[config.mk]
export PLATFORM = sky130hd
export DESIGN_NAME = mpmc11_req_fetch
export DESIGN_NICKNAME = d
export VERILOG_FILES = /design/src/rtl/mpmc11_req_fetch.sv
export SDC_FILE = /design/constraint.sdc
export NUM_CORES = 1
export LEC_CHECK = 0
export CAP_MARGIN = 5
export CORE_MARGIN = 5
export CORE_UTILIZATION = 42
export DETAILED_ROUTE_END_ITERATION = 10
export GPL_TIMING_DRIVEN = 0
export PLACE_DENSITY = 0.8
export SLEW_MARGIN = 25
export SYNTH_ARGS = -nofsm -noshare
export SYNTH_HDL_FRONTEND = slang
export SYNTH_SLANG_ARGS = --single-unit
[constraint.sdc]
create_clock -name clk -period 2.4 [get_ports clk]
set_clock_uncertainty 0.15 [all_clocks]
set_input_delay 0.48 -clock clk [delete_from_list [all_inputs] [get_ports clk]]
set_output_delay 0.48 -clock clk [all_outputs]
set_load 0.01 [all_outputs]
[src/rtl/mpmc11_req_fetch.sv]
// mpmc11 request fetch: drains the request async FIFO into a small head buffer.
// Define MPMC11_REQ_FETCH_PREFETCH_EN for a 2-entry buffer; default is 1 entry.
package mpmc11_pkg;
  typedef struct packed {
    logic [3:0]  id;
    logic        we;
    logic [26:0] addr;
    logic [31:0] wdata;
  } mpmc11_fifoe_t;
  localparam int FIFOE_W = $bits(mpmc11_fifoe_t);
endpackage

module mpmc11_req_fetch
  import mpmc11_pkg::*;
(
  input  logic               clk,
  input  logic               rst,
  input  logic               fifo_empty,
  input  logic               fifo_v,
  input  logic               fifo_rst_busy,
  input  logic [FIFOE_W-1:0] req_fifoi,
  output logic               rd_fifo,
  input  logic               hold,
  output logic [FIFOE_W-1:0] req_o,
  output logic               req_v,
  input  logic               req_rdy,
  output logic [1:0]         occ,
  output logic               err
);
`ifdef MPMC11_REQ_FETCH_PREFETCH_EN
  localparam logic [1:0] NENT = 2'd2;
`else
  localparam logic [1:0] NENT = 2'd1;
`endif

  typedef enum logic [1:0] {ST_WAIT, ST_RUN, ST_HOLD} state_t;

  state_t             state_q;
  logic [FIFOE_W-1:0] head_q, head_d;
`ifdef MPMC11_REQ_FETCH_PREFETCH_EN
  logic [FIFOE_W-1:0] tail_q, tail_d;
`endif
  logic [1:0]         occ_q, occ_d, occ_p, fill;
  logic               req_v_q;
  logic               inflight_q, inflight_d;
  logic               err_q;
  logic               pop, cap;

  assign pop  = req_v_q & req_rdy;
  assign cap  = fifo_v & inflight_q;
  assign fill = occ_q + {1'b0, inflight_q};

  // A slot is reserved at issue time so a returning read always has room.
  assign rd_fifo = (state_q == ST_RUN) & ~fifo_empty
                 & ~fifo_rst_busy & ~rst
                 & ((fill < NENT) | ((fill == NENT) & pop))
                 & (~inflight_q | fifo_v);

  always_comb begin
    occ_p  = occ_q - {1'b0, pop};
    head_d = head_q;
`ifdef MPMC11_REQ_FETCH_PREFETCH_EN
    tail_d = tail_q;
    if (pop && occ_q == 2'd2) head_d = tail_q;
    if (cap && occ_p == 2'd1) tail_d = req_fifoi;
`endif
    if (cap && occ_p == 2'd0) head_d = req_fifoi;
    occ_d      = occ_p + {1'b0, cap};
    inflight_d = rd_fifo | (inflight_q & ~fifo_v);
  end

  always_ff @(posedge clk) begin
    if (rst) begin
      state_q    <= ST_WAIT;
      head_q     <= '0;
`ifdef MPMC11_REQ_FETCH_PREFETCH_EN
      tail_q     <= '0;
`endif
      occ_q      <= '0;
      req_v_q    <= 1'b0;
      inflight_q <= 1'b0;
      err_q      <= 1'b0;
    end else begin
      assert (!(cap && occ_p == NENT));
      if (fifo_v && !inflight_q) err_q <= 1'b1;
      head_q <= head_d;
`ifdef MPMC11_REQ_FETCH_PREFETCH_EN
      tail_q <= tail_d;
`endif
      if (fifo_rst_busy) begin
        state_q    <= ST_WAIT;
        occ_q      <= '0;
        req_v_q    <= 1'b0;
        inflight_q <= 1'b0;
      end else begin
        occ_q      <= occ_d;
        req_v_q    <= (occ_d != 2'd0);
        inflight_q <= inflight_d;
        unique case (state_q)
          ST_WAIT: state_q <= ST_RUN;
          ST_RUN:  if (hold) state_q <= ST_HOLD;
          ST_HOLD: if (!hold) state_q <= ST_RUN;
          default: state_q <= ST_WAIT;
        endcase
      end
    end
  end

  assign req_o = head_q;
  assign req_v = req_v_q;
  assign occ   = occ_q;
  assign err   = err_q;

endmodule

==> out/summary.json <==
{
  "routing": {
    "post_drt_wl_per_cell_um": 13.9,
    "via_per_inst": 4.56,
    "detailroute.via_count": 2610,
    "top_layer": "met4",
    "route.detailed.drc": 0,
    "dr_wl_met2_um": 3710,
    "drt_first_iter_violations": 35,
    "firstDrtPassIters": 4,
    "routed_wl_met3_um": 656,
    "postRouteWirelength_um": 7970,
    "met1_length_um": 3490,
    "ant_nets": 0
  },
  "setup_path": {
    "worst_ep_arrival_time_ps": 1600,
    "worst_ep_required_time_ps": 1770,
    "ff2ff_setup_slack_ps": 480,
    "timing.critical_path.to_type": "primary output",
    "cp_cell_sequence": "buf_2 > buf_2 > buf_2 > nor2_2 > nand2_1 > nor3_1 > clkbuf_2",
    "startpoint_kind_of_the_worst_setup_timing_path": "primary input",
    "path_buf_inv": 4,
    "crit_top_cell": "buf_2",
    "worst-setup-path-type": "primary input to primary output",
    "slowest_delay_ps": 210,
    "worst_path_dominant_cell_family": "buffers and inverters",
    "maximum_fanout_encountered_on_the_critical_timing_path": 10,
    "critPathSlowestCell": "buf_2"
  },
  "timing": {
    "finalSetupViolCount": 0,
    "rsz0062_at_grt": "no",
    "finalWorstSetupSlack_ps": 167,
    "max_slew_margin_pct": 77.5,
    "final.setup.tns_ps": 0,
    "hold_viol": 0,
    "layout_worst_path_cycle_share_pct": 93.0,
    "max_freq_mhz": 448,
    "worst_slew_pin_slew_ps": 337,
    "final.min_clock_period_ps": 2230,
    "worst_hold_slack_ps": 322,
    "final_max_slew_viol_count": 0
  },
  "yosys": {
    "synth_common_cells": "129 x nand2b_1, 71 x dfxtp_1, 64 x mux2i_1",
    "top_post_synthesis_cells_by_area": "dfxtp_1 44%, nand2b_1 25%, mux2i_1 20%",
    "dominantRegCellSynth": "dfxtp_1",
    "synth.avg_cell_area_um2": 10.3,
    "synthDominantCellAreaShare_pct": 43.6,
    "postSynth.asyncResetShare_pct": 0,
    "yosys_register_bits": 71,
    "synth_area_leader_cell": "dfxtp_1",
    "yosys_warnings": 0,
    "synth_enable_flop_cells": 0,
    "ys_types": 23,
    "yosysMostFrequentCell": "nand2b_1",
    "synth_area_um2": 3260,
    "mappedNetlistNets": 390,
    "synthesized_netlist_cell_count": 316,
    "proportion_of_synthesized_chip_area_in_sequential_cells_pct": 43.6
  },
  "global_route": {
    "antenna_found_initial": 0,
    "grt_pass1_vias": 2773,
    "overflow": 0,
    "grt_pass1_wl_um": 13100,
    "largest_net_degree_at_the_start_of_global_routing": 12,
    "grt.total_usage_pct": 16.6
  },
  "clock_tree": {
    "h-tree-depth": 3,
    "count_of_hold_buffers_inserted_by_post_cts_repair": 0,
    "path_clk_slew_ps": 70,
    "tritoncts": "done",
    "clock_insertion_delay_worst_skew_ps": 330,
    "cts.sinks": 71,
    "clock_path_buffers": 2,
    "numCtsBuffers": 9,
    "cts_root_buffer": "clkbuf_8"
  },
  "placed_design": {
    "dp_slack_ps": -269,
    "numPortBuffers": 138,
    "gp_congestion": 0.789,
    "place_hpwl_um": 6030,
    "numPlacedInstances": 556,
    "detailed_place.area_um2": 4770
  },
  "pwr": {
    "sw_frac_of_total_pct": 21.7,
    "pwr_total_mw": 2.39,
    "power.density_cell_area_nw_per_um2": 483,
    "power.combinational.fraction_pct": 11.1,
    "leakage_nw": 1.72,
    "clockPowerShare_pct": 38.9,
    "max-vdd-ir-drop_uv": 267,
    "power.sequential.fraction_pct": 50.0,
    "power.internal_mw": 1.87,
    "power.net_switching_mw": 0.519
  },
  "finish": {
    "area.sequential_um2": 1420,
    "finalInstanceArea_um2": 4960,
    "post_layout_nonfiller_instances": 572,
    "drive_above_1_share_pct": 5.74,
    "insertedDiodeCount": 0,
    "layout-area-overhead-vs-synth_pct": 52.0,
    "nFillCells": 629,
    "final_nets": 539,
    "combined_area_of_the_multi_input_logic_cells_um2": 1630,
    "final_core_util_pct": 64.8
  },
  "floorplanning": {
    "design.portCount": 140,
    "die-height_um": 98.1,
    "coreArea_um2": 7650,
    "floorplan.rows": 32,
    "floorplan.die.width_um": 98.1,
    "floorplan.die_area_um2": 9630,
    "initial_core_util_pct": 42.6
  },
  "run_status": {
    "result_of_the_run": "finished, final reports clean"
  },
  "worst_hold_path": {
    "hold_path.class": "register to register"
  },
  "job": {
    "timing.max_cap.violations": 0
  }
}
-- registers in the layout (all words and copies together), names as in the netlist --
register and flops:
state_q 2, occ 2, req_o 64, inflight_q 1, req_v 1, err 1
-- placed cells by master, fill, tap and decap left out, types with 2 or more instances in the layout --
cell / instances
and2_1: 2
buf_12: 5
buf_2: 3
buf_8: 2
clkbuf_1: 14
clkbuf_8: 10
clkdlybuf4s50_1: 137
clkinv_2: 3
dfxtp_1: 71
ha_1: 3
inv_1: 5
mux2i_1: 64
nand2b_1: 129
nor2_1: 2
nor3_1: 4
xor2_1: 3
-- path summary, 6_finish.rpt --
check,from,end,cells past startpoint
worst max-delay path,rst,rd_fifo,7
worst min-delay path,req_o[15],req_o[15],2
worst max register to register,req_v,req_o[42],7
worst min register to register,req_o[15],req_o[15],2
-- layout make-up --
class                   count  area share (%)
inverters                   5           0.379
flip-flops and latches     71            28.7
clock inverters             4           0.909
multi-input cells         218            32.9
plain buffers              22            3.84
repair buffers            138            27.8
well taps                 102            2.57
clock buffers              12            2.93
-- layer usage --
layer  up-vias  global-route usage (%)
li1       1314                       -
met1      1192                    19.8
met2        93                    27.1
met3        11                    6.50
met4         0                    6.07
met5         -                       0
-- logic make-up (layout without fill, tap and decap cells) --
logic type      after synthesis  count (layout)  share of synthesized area, %
mux                          64              64                          19.6
compound gates                4               4                         0.883
flops                        71              71                          43.6
simple gates                142             142                          26.9
xor+xnor                      4               4                          1.07
buf+inv                      27             181                          6.41
fa+ha+maj                     4               4                          1.46
-- worst register-to-register path, cell delays in order, from the launching register on --
cell and delay (ps):
dfxtp_1 310, and2_1 170, ha_1 200, xnor2_1 240, and3_4 230, buf_8 180, buf_12 170, mux2i_1 200
-- repair_timing --
action / in CTS / in global routing
gates cloned: 0 / 0
setup buffers: 0 / 0
endpoints found under the setup margin: 1 / 1
resized for setup: 2 / 3
hold endpoints to repair: 0 / 0
-- power by group through the flow --
stage,clock [mW],sequential (mW),combinational (mW)
global placement,0,1.22,0.266
detailed placement,0,1.22,0.267
floorplan,0,1.23,0.103
CTS,0.962,1.20,0.269
global route,1.00,1.20,0.288
finish,0.930,1.20,0.266
No activity file was read; power rests on OpenSTA's default activity.
